$ cat config.mk
export PLATFORM = sky130hd
export DESIGN_NAME = voice_engine_flat
export DESIGN_NICKNAME = d
export VERILOG_FILES = /design/src/rtl/voice_if.sv /design/src/rtl/voice_engine.sv /design/src/flat_wrapper.sv
export SDC_FILE = /design/constraint.sdc
export NUM_CORES = 1
export LEC_CHECK = 0
export ABC_CLOCK_PERIOD_IN_PS = 25000
export BUFFER_PORTS_ARGS = -buffer_cell sky130_fd_sc_hd__buf_2
export CORE_MARGIN = 5
export CORE_UTILIZATION = 29
export DETAILED_ROUTE_END_ITERATION = 10
export GPL_TIMING_DRIVEN = 0
export HOLD_SLACK_MARGIN = 0.1
export PLACE_DENSITY = 0.46
export SYNTH_ARGS = -nofsm -noshare
export SYNTH_HDL_FRONTEND = slang
export SYNTH_SLANG_ARGS = --single-unit
$ cat constraint.sdc
create_clock -name clk -period 25 [get_ports clk]
set_input_delay 5 -clock clk [delete_from_list [all_inputs] [get_ports clk]]
set_output_delay 5 -clock clk [all_outputs]
set_load 0.02 [all_outputs]
$ cat src/rtl/voice_if.sv
// Handshake and sample bus between a tick source / sample consumer and the voice engine.
interface voice_if #(
  parameter int NUM_VOICES = 12,
  parameter int ACC_W      = 16,
  parameter int SAMPLE_W   = 8
);
    localparam int CNT_W = $clog2(NUM_VOICES + 1);

    logic                        sample_tick;
    logic [NUM_VOICES-1:0]       key_on;
    logic [1:0]                  mode;
    logic [NUM_VOICES*ACC_W-1:0] phase_inc;
    logic [SAMPLE_W-1:0]         sample_out;
    logic                        sample_valid;
    logic                        busy;
    logic [CNT_W-1:0]            active_count;
    logic                        overrun;

    modport master (
        output sample_tick, key_on, mode, phase_inc,
        input  sample_out, sample_valid, busy, active_count, overrun
    );

    modport slave (
        input  sample_tick, key_on, mode, phase_inc,
        output sample_out, sample_valid, busy, active_count, overrun
    );
endinterface

$ cat src/rtl/voice_engine.sv
// Time-multiplexed oscillator bank: one voice per clock, enveloped, mixed and saturated per sample tick.
module voice_engine #(
  parameter int NUM_VOICES   = 12,
  parameter int ACC_W        = 16,
  parameter int SAMPLE_W     = 8,
  parameter int ENV_W        = 8,
  parameter int ATTACK_STEP  = 64,
  parameter int RELEASE_STEP = 32,
  parameter int MIX_SHIFT    = 4
) (
  input logic    clk,
  input logic    reset,
  voice_if.slave bus
);
    localparam int SUM_W  = SAMPLE_W + $clog2(NUM_VOICES) + 1;
    localparam int CNT_W  = $clog2(NUM_VOICES + 1);
    localparam int IDX_W  = (NUM_VOICES > 1) ? $clog2(NUM_VOICES) : 1;
    localparam int PROD_W = SAMPLE_W + ENV_W;
    localparam logic [ENV_W:0]     ATK      = (ENV_W+1)'(ATTACK_STEP);
    localparam logic [ENV_W:0]     REL      = (ENV_W+1)'(RELEASE_STEP);
    localparam logic [IDX_W-1:0]   LAST_IDX = IDX_W'(NUM_VOICES - 1);
    localparam logic [SUM_W-1:0]   OUT_MAX  = SUM_W'({SAMPLE_W{1'b1}});

    typedef enum logic [1:0] {IDLE, ACCUM, DONE} state_t;

    state_t                state, state_nxt;
    logic [IDX_W-1:0]      idx;
    logic [NUM_VOICES-1:0] key_cap;
    logic [1:0]            mode_cap;
    logic [ACC_W-1:0]      phase [NUM_VOICES];
    logic [ENV_W-1:0]      env   [NUM_VOICES];
    logic [SUM_W-1:0]      sum;
    logic [CNT_W-1:0]      cnt;

    logic [ACC_W-1:0]      phase_new;
    logic [ENV_W-1:0]      env_new;
    logic [SAMPLE_W-1:0]   wave;
    logic [PROD_W-1:0]     prod;
    logic [SAMPLE_W-1:0]   contrib;

    function automatic logic [ENV_W-1:0] env_attack(input logic [ENV_W-1:0] e);
        logic [ENV_W:0] s;
        s = {1'b0, e} + ATK;
        return s[ENV_W] ? {ENV_W{1'b1}} : s[ENV_W-1:0];
    endfunction

    function automatic logic [ENV_W-1:0] env_release(input logic [ENV_W-1:0] e);
        logic [ENV_W:0] d;
        d = {1'b0, e} - REL;
        return ({1'b0, e} > REL) ? d[ENV_W-1:0] : '0;
    endfunction

    function automatic logic [SAMPLE_W-1:0] wave_of(input logic [1:0] m,
                                                   input logic [ACC_W-1:0] p);
        logic [SAMPLE_W-1:0] t;
        t = p[ACC_W-2 -: SAMPLE_W];
        case (m)
            2'd0:    return p[ACC_W-1] ? {SAMPLE_W{1'b1}} : '0;
            2'd1:    return p[ACC_W-1 -: SAMPLE_W];
            2'd2:    return p[ACC_W-1] ? ~t : t;
            default: return '0;
        endcase
    endfunction

    function automatic logic [SAMPLE_W-1:0] saturate(input logic [SUM_W-1:0] s);
        logic [SUM_W-1:0] sh;
        sh = s >> MIX_SHIFT;
        return (sh > OUT_MAX) ? {SAMPLE_W{1'b1}} : sh[SAMPLE_W-1:0];
    endfunction

    // Current voice: advance phase and envelope, shape and scale its contribution.
    always_comb begin
        phase_new = phase[idx] + bus.phase_inc[idx*ACC_W +: ACC_W];
        env_new   = key_cap[idx] ? env_attack(env[idx]) : env_release(env[idx]);
        wave      = wave_of(mode_cap, phase_new);
        prod      = PROD_W'(wave) * PROD_W'(env_new);
        contrib   = prod[PROD_W-1 -: SAMPLE_W];
    end

    always_comb begin
        state_nxt = state;
        case (state)
            IDLE:    if (bus.sample_tick) state_nxt = ACCUM;
            ACCUM:   if (idx == LAST_IDX) state_nxt = DONE;
            DONE:    state_nxt = IDLE;
            default: state_nxt = IDLE;
        endcase
    end

    always_ff @(posedge clk or posedge reset) begin
        if (reset) state <= IDLE;
        else       state <= state_nxt;
    end

    always_ff @(posedge clk or posedge reset) begin
        if (reset) begin
            idx              <= '0;
            key_cap          <= '0;
            mode_cap         <= '0;
            sum              <= '0;
            cnt              <= '0;
            bus.sample_out   <= '0;
            bus.sample_valid <= 1'b0;
            bus.active_count <= '0;
            bus.overrun      <= 1'b0;
            for (int v = 0; v < NUM_VOICES; v++) begin
                phase[v] <= '0;
                env[v]   <= '0;
            end
        end else begin
            bus.sample_valid <= 1'b0;
            // A tick outside IDLE is dropped; remember that it happened.
            if (bus.sample_tick && state != IDLE) bus.overrun <= 1'b1;
            case (state)
                IDLE: begin
                    if (bus.sample_tick) begin
                        key_cap  <= bus.key_on;
                        mode_cap <= bus.mode;
                        sum      <= '0;
                        cnt      <= '0;
                        idx      <= '0;
                    end
                end
                ACCUM: begin
                    phase[idx] <= phase_new;
                    env[idx]   <= env_new;
                    sum        <= sum + SUM_W'(contrib);
                    cnt        <= cnt + CNT_W'(env_new != '0);
                    idx        <= (idx == LAST_IDX) ? '0 : idx + 1'b1;
                end
                DONE: begin
                    bus.sample_out   <= saturate(sum);
                    bus.active_count <= cnt;
                    bus.sample_valid <= 1'b1;
                end
                default: ;
            endcase
        end
    end

    assign bus.busy = (state != IDLE);

endmodule

$ cat src/flat_wrapper.sv
// flat-port wrapper written by rule: the top's interface ports become plain ports
module voice_engine_flat 
#(
  parameter int NUM_VOICES   = 12,
  parameter int ACC_W        = 16,
  parameter int SAMPLE_W     = 8,
  parameter int ENV_W        = 8,
  parameter int ATTACK_STEP  = 64,
  parameter int RELEASE_STEP = 32,
  parameter int MIX_SHIFT    = 4
)
  (clk, reset, bus_sample_tick, bus_key_on, bus_mode, bus_phase_inc, bus_sample_out, bus_sample_valid, bus_busy, bus_active_count, bus_overrun);
  voice_if #(.NUM_VOICES(NUM_VOICES), .ACC_W(ACC_W), .SAMPLE_W(SAMPLE_W)) bus_i ();
  input logic clk;
  input logic reset;
  input wire logic [$bits(bus_i.sample_tick)-1:0] bus_sample_tick;
  input wire logic [$bits(bus_i.key_on)-1:0] bus_key_on;
  input wire logic [$bits(bus_i.mode)-1:0] bus_mode;
  input wire logic [$bits(bus_i.phase_inc)-1:0] bus_phase_inc;
  output wire logic [$bits(bus_i.sample_out)-1:0] bus_sample_out;
  output wire logic [$bits(bus_i.sample_valid)-1:0] bus_sample_valid;
  output wire logic [$bits(bus_i.busy)-1:0] bus_busy;
  output wire logic [$bits(bus_i.active_count)-1:0] bus_active_count;
  output wire logic [$bits(bus_i.overrun)-1:0] bus_overrun;
  assign bus_i.sample_tick = bus_sample_tick;
  assign bus_i.key_on = bus_key_on;
  assign bus_i.mode = bus_mode;
  assign bus_i.phase_inc = bus_phase_inc;
  assign bus_sample_out = bus_i.sample_out;
  assign bus_sample_valid = bus_i.sample_valid;
  assign bus_busy = bus_i.busy;
  assign bus_active_count = bus_i.active_count;
  assign bus_overrun = bus_i.overrun;
  voice_engine #(.NUM_VOICES(NUM_VOICES), .ACC_W(ACC_W), .SAMPLE_W(SAMPLE_W), .ENV_W(ENV_W), .ATTACK_STEP(ATTACK_STEP), .RELEASE_STEP(RELEASE_STEP), .MIX_SHIFT(MIX_SHIFT)) u_core (.clk(clk), .reset(reset), .bus(bus_i));
endmodule
Word level (Yosys, flattened, before mapping) --
Cells that the tools add are included.
Storage, ports and cells: bits in registers 339, input port bits 209, output and inout bits 15, logic and storage cells 97
Cells by class: $add $sub $neg 6, $mul 1, $lt $le $gt $ge 5, equality and inequality tests 7, shift operators 1, muxes and demuxes 31, bitwise logic cells 2, reduce and logical (&&, ||, !) cells 10
Operators with widths (count):
- $bwmux W192 | 1
- $shiftx A192 B9 Y16 | 1
- $bwmux W96 | 1
- $mux W8 | 9
- $bmux W16 S4 | 1
- $demux W16 S4 | 1
- $mux W16 | 3
- $bmux W8 S4 | 1
- $demux W8 S4 | 1
- $pmux W13 S2 | 1
- $pmux W8 S3 | 1
- $add A16 B16 Y16 | 1
- $mul A8 B8 Y16 | 1
- $pmux W4 S2 | 2
- $add A13 B8 Y13 | 1
- $mux W13 | 1
- $add A8 B7 Y9 const B | 1
- $gt A9 B8 Y1 const B | 1
- $gt A8 B6 Y1 const B | 1
- $mux W4 | 2
- $not A8 Y8 | 1
- $reduce_bool A8 Y1 | 1
- $sub A8 B6 Y8 const B | 1
- $reduce_and A2 Y1 | 3
- 18 further kinds | 25

Logic depth before layout (Yosys ltp) --
depth after elaboration 11, gate-level depth with buffers 49, gate-level depth less buffers 43

Least setup slack after synthesis --
No wires, ideal clock.
kind input port to flip-flop, start point in bus_phase_inc[177], end point reg u_core.sum[12], setup time 0.079 ns, arrival 12.947 ns, required time 24.921 ns, setup slack 11.974 ns, cell stages on the path 41, buffers on the path 1, path through mux4_2 mux2i_1 o22a_1 inv_1 ha_1 a211oi_1 o21ai_1 o2111ai_1 a21oi_1 nor2_1 xnor2_1 and2_1 clkbuf_1 nand2_1 o21ai_1 a21oi_2 or2_1 fa_1 [5 not listed] inv_1 ha_1 a21o_1 a21oi_1 o31a_1 xnor2_1 fa_1 a21o_1 a21oi_1 nor2b_1 o21ai_0 nand2b_1 a21o_1 a21oi_1 nor2_1 and3_1 nand3_1 mux2i_1
Between the ends: longest elaborated chain between the ends 8, elaborated cells on any way between the ends 9, those cells by class add/sub: 2; mul: 1; shift: 1; mux: 4; bitwise: 1
RTL lines:
- start: declaration | line flat_wrapper.sv:19 | input wire logic [$bits(bus_i.phase_inc)-1:0] bus_phase_inc;
- $shiftx A192 B9 Y16 (*) | line voice_engine.sv:73 | phase_new = phase[idx] + bus.phase_inc[idx*ACC_W +: ACC_W];
- $add A16 B16 Y16 (*) | line voice_engine.sv:73
- $not A8 Y8 | line voice_engine.sv:60 | 2'd2: return p[ACC_W-1] ? ~t : t;
- $mux W8 | line voice_engine.sv:60
- $pmux W8 S3 (*) | line voice_engine.sv:57 | case (m)
- $mul A8 B8 Y16 (*) | line voice_engine.sv:76 | prod = PROD_W'(wave) * PROD_W'(env_new);
- $add A13 B8 Y13 (*) | line voice_engine.sv:127 | sum <= sum + SUM_W'(contrib);
- $pmux W13 S2 (*) | line voice_engine.sv:114 | case (state)
- end signal: assignment | line voice_engine.sv:127
- end: declaration | line voice_engine.sv:32 | logic [SUM_W-1:0] sum;
Mark *: on every way between the ends. The rest lies on a longest branch, timed or not. A chain may end at the register's enable or synchronous reset.

Worst setup path in the final report --
start point in bus_phase_inc[52], end point reg u_core.sum[12]
The elaborated chain is that of the path after synthesis.

==> flow_summary.json <==
{
  "route.detailed.drc": 0,
  "skew_ns": 0.0203,
  "finalHoldViolCount": 0,
  "crit_fanout": 10,
  "antenna_found_initial": 2,
  "synth_top_family_by_area": "multiplexers",
  "cts_tree": "done",
  "synthAdderAreaFrac_pct": 7.95,
  "overflow": 0,
  "async_flop_share_pct": 100,
  "rsz0062_at_grt": "no",
  "via_per_inst": 5.20,
  "multi_input_area_sq_mm": 0.0101,
  "diodes": 0,
  "synth-seq-cells": 339,
  "dpl.hpwl_um": 50300,
  "synthSimpleGateAreaFrac_pct": 11.2,
  "setup_viol": 0,
  "rrSetupSlack_ns": 12.45,
  "vias": 15600,
  "syn_inst": 1848,
  "drv_slew": 0,
  "synth_compound_area_share_pct": 12.2,
  "syn_area_sq_mm": 0.0194,
  "synth_xor_area_share_pct": 1.50,
  "critPathKind": "in -> reg",
  "area_delta_synth_final_pct": 18.4,
  "cts-hold-fix-buffers": 0,
  "hold_class": "reg -> reg",
  "htree_levels": 2,
  "fin_nets": 2425,
  "tns_ns": 0,
  "period_minus_slack_ns": 13.99,
  "die_w_um": 269,
  "worstSkewPairLatency_ns": 0.58,
  "startpoint_type": "input pin",
  "muxShareOfSynthArea_pct": 19.1,
  "required_ns": 25.49,
  "syn-num-nets": 2158,
  "die_area_sq_mm": 0.0721,
  "rows": 94,
  "critPathCaptureType": "flip-flop",
  "cp_slowest_stage_delay_ns": 0.56,
  "wl_per_cell_um": 23.1,
  "ys.flop_type": "dfrtp_1",
  "cts_root_buf": "clkbuf_16",
  "routed_wl_um": 69500,
  "tightest_slew_ns": 1.42,
  "maxSlewHeadroom_pct": 5.07,
  "io_buffers": 223,
  "gp_congestion": 0.837,
  "finalCritPeriodShare_pct": 56.0,
  "max_clock_freq_ghz": 0.0715,
  "grt_pass1_vias": 16400,
  "cts_buffers": 40,
  "num_io_pins": 224,
  "clk_pin_slew_ns": 0.06,
  "die_h_um": 269,
  "drtIter0Drc": 1219,
  "cap_violations": 0,
  "yosys_warnings": 0,
  "ant_nets": 0,
  "r2r.worst_path.cells": 44,
  "status": "complete, no violations",
  "arrival_ns": 14.48,
  "synth_edf_count": 0,
  "cts_setup_buffers": 0,
  "grtUsageTotal_pct": 19.2,
  "cpMaxStageDelayCell": "fa_1",
  "ys_seq_area_share_pct": 43.8,
  "initial_utilization_pct": 29.4,
  "drive_gt1_share_pct": 22.9,
  "coreArea_sq_mm": 0.0660,
  "num-fill-cells": 6669,
  "dr.pass1.iters": 8,
  "postSynthAreaPerCell_sq_um": 10.5,
  "grt_pass1_wl_um": 104000,
  "cts_max_path_buffers": 3,
  "clkSinkCount": 339,
  "whs_path_depth": 1,
  "cts_resized": 0,
  "synth_cell_types": 60,
  "grt_max_degree": 130,
  "regArea_sq_mm": 0.00848
}
==> area by class of cell <==
cell class                      instances  share of cell area, %
Tap cell                              864                   4.71
Clock inverter                         15                  0.807
Inverter                               70                   1.18
Timing Repair Buffer                  225                   5.10
Multi-Input combinational cell       1302                   43.9
Buffer                                137                   2.45
Clock buffer                           55                   4.87
Sequential cell                       339                   37.0
==> worst max-delay path: cells and delay by family <==
family          cells  cell delay [ns]
compound gates     15             3.38
mux                 3             0.83
simple gates        7             0.81
xor+xnor            2             0.36
buf+inv             6             0.79
fa+ha+maj           7             3.29
==> Yosys cell counts, types with 3 or more instances <==
library cell	instances	share of area, %
inv_1	69	1.3
a21o_1	11	0.43
o2111ai_1	4	0.18
mux2i_1	45	2.3
o21bai_1	5	0.19
o21ai_2	4	0.18
o21ai_1	3	0.077
or3_1	3	0.097
dfrtp_1	339	44
or2_2	6	0.19
buf_1	16	0.31
nor2_1	92	1.8
nand2b_1	12	0.39
or2_1	8	0.26
o21ai_0	332	8.6
nand3_1	17	0.44
nor4_1	5	0.16
clkbuf_1	109	2.1
mux2_2	45	2.6
a31oi_1	6	0.19
a21oi_1	35	0.90
fa_1	37	3.8
and3_1	3	0.097
and2_1	4	0.13
nor2b_1	5	0.16
nor3_1	5	0.13
o211ai_1	4	0.15
ha_1	64	4.1
a21oi_2	5	0.23
nand2_1	353	6.8
nand4_1	10	0.32
buf_2	8	0.21
xnor2_1	19	0.86
xor2_1	11	0.50
mux4_2	119	14
==> path summary, 6_finish.rpt <==
kind	from	endpoint
max	bus_phase_inc[52]	u_core.sum[12]
min	u_core.bus.overrun	u_core.bus.overrun
max reg2reg	u_core.idx[1]	u_core.sum[12]
min reg2reg	u_core.bus.overrun	u_core.bus.overrun
max in group asynchronous	reset	u_core.phase[174]
min in group asynchronous	reset	u_core.env[63]
==> flip-flops by register name, summed over array words and instances (netlist names), 4 cells and up <==
signal / cells
u_core.idx: 4
u_core.env: 96
u_core.cnt: 4
u_core.sum: 13
u_core.phase: 192
u_core.bus.active_count: 4
u_core.bus.sample_out: 8
u_core.key_cap: 12
==> cell usage in the layout (no fill, tap or decap), types with 5 or more instances in the layout <==
cell type,Yosys,layout
a21o_1,11,11
a21oi_1,35,35
a21oi_2,5,5
a31oi_1,6,6
buf_1,16,13
buf_2,8,233
clkbuf_1,109,118
clkbuf_16,0,40
clkbuf_8,0,6
clkinv_2,0,7
dfrtp_1,339,339
fa_1,37,37
ha_1,64,64
inv_1,69,68
mux2_2,45,45
mux2i_1,45,45
mux4_2,119,119
nand2_1,353,353
nand2b_1,12,12
nand3_1,17,17
nand4_1,10,10
nor2_1,92,92
nor2b_1,5,5
nor3_1,5,5
nor4_1,5,5
o21ai_0,332,332
o21bai_1,5,5
or2_1,8,8
or2_2,6,6
xnor2_1,19,19
xor2_1,11,11
==> kinds of logic (layout without fill, tap and decap cells) <==
kind of cell             Yosys count  count (layout)
AO/OA/AOI/OAI                    429             429
XOR/XNOR                          31              31
adder cells (fa/ha/maj)          101             101
buffers and inverters            207             502
flip-flops                       339             339
multiplexers                     212             212
AND/OR/NAND/NOR                  529             529
==> per-layer routing <==
layer | vias up | part of all wire [%] | global-route usage (%)
li1 | 7016 | - | -
met1 | 7879 | 42 | 25.6
met2 | 597 | 47 | 31.6
met3 | 139 | 6.5 | 3.31
met4 | 0 | 4.0 | 7.49
met5 | - | 0 | 0
==> through the flow <==
stage	worst slack (ns)	util [%]	std cells	hold WS, ns	cell area [sq um]
after floorplan	10.61	-	1848	0.442	19400
after global placement	6.67	32.7	2935	0.432	21600
after detailed placement	10.48	32.8	2937	0.442	21700
final	11.01	34.8	3007	0.449	23000
after global routing	10.21	34.8	3007	0.469	23000
after CTS	11.03	34.8	3007	0.455	23000
Power is left out: the tool's default activity adds up to more than one toggle a clock period on the data nets, which glitch-free logic cannot reach.
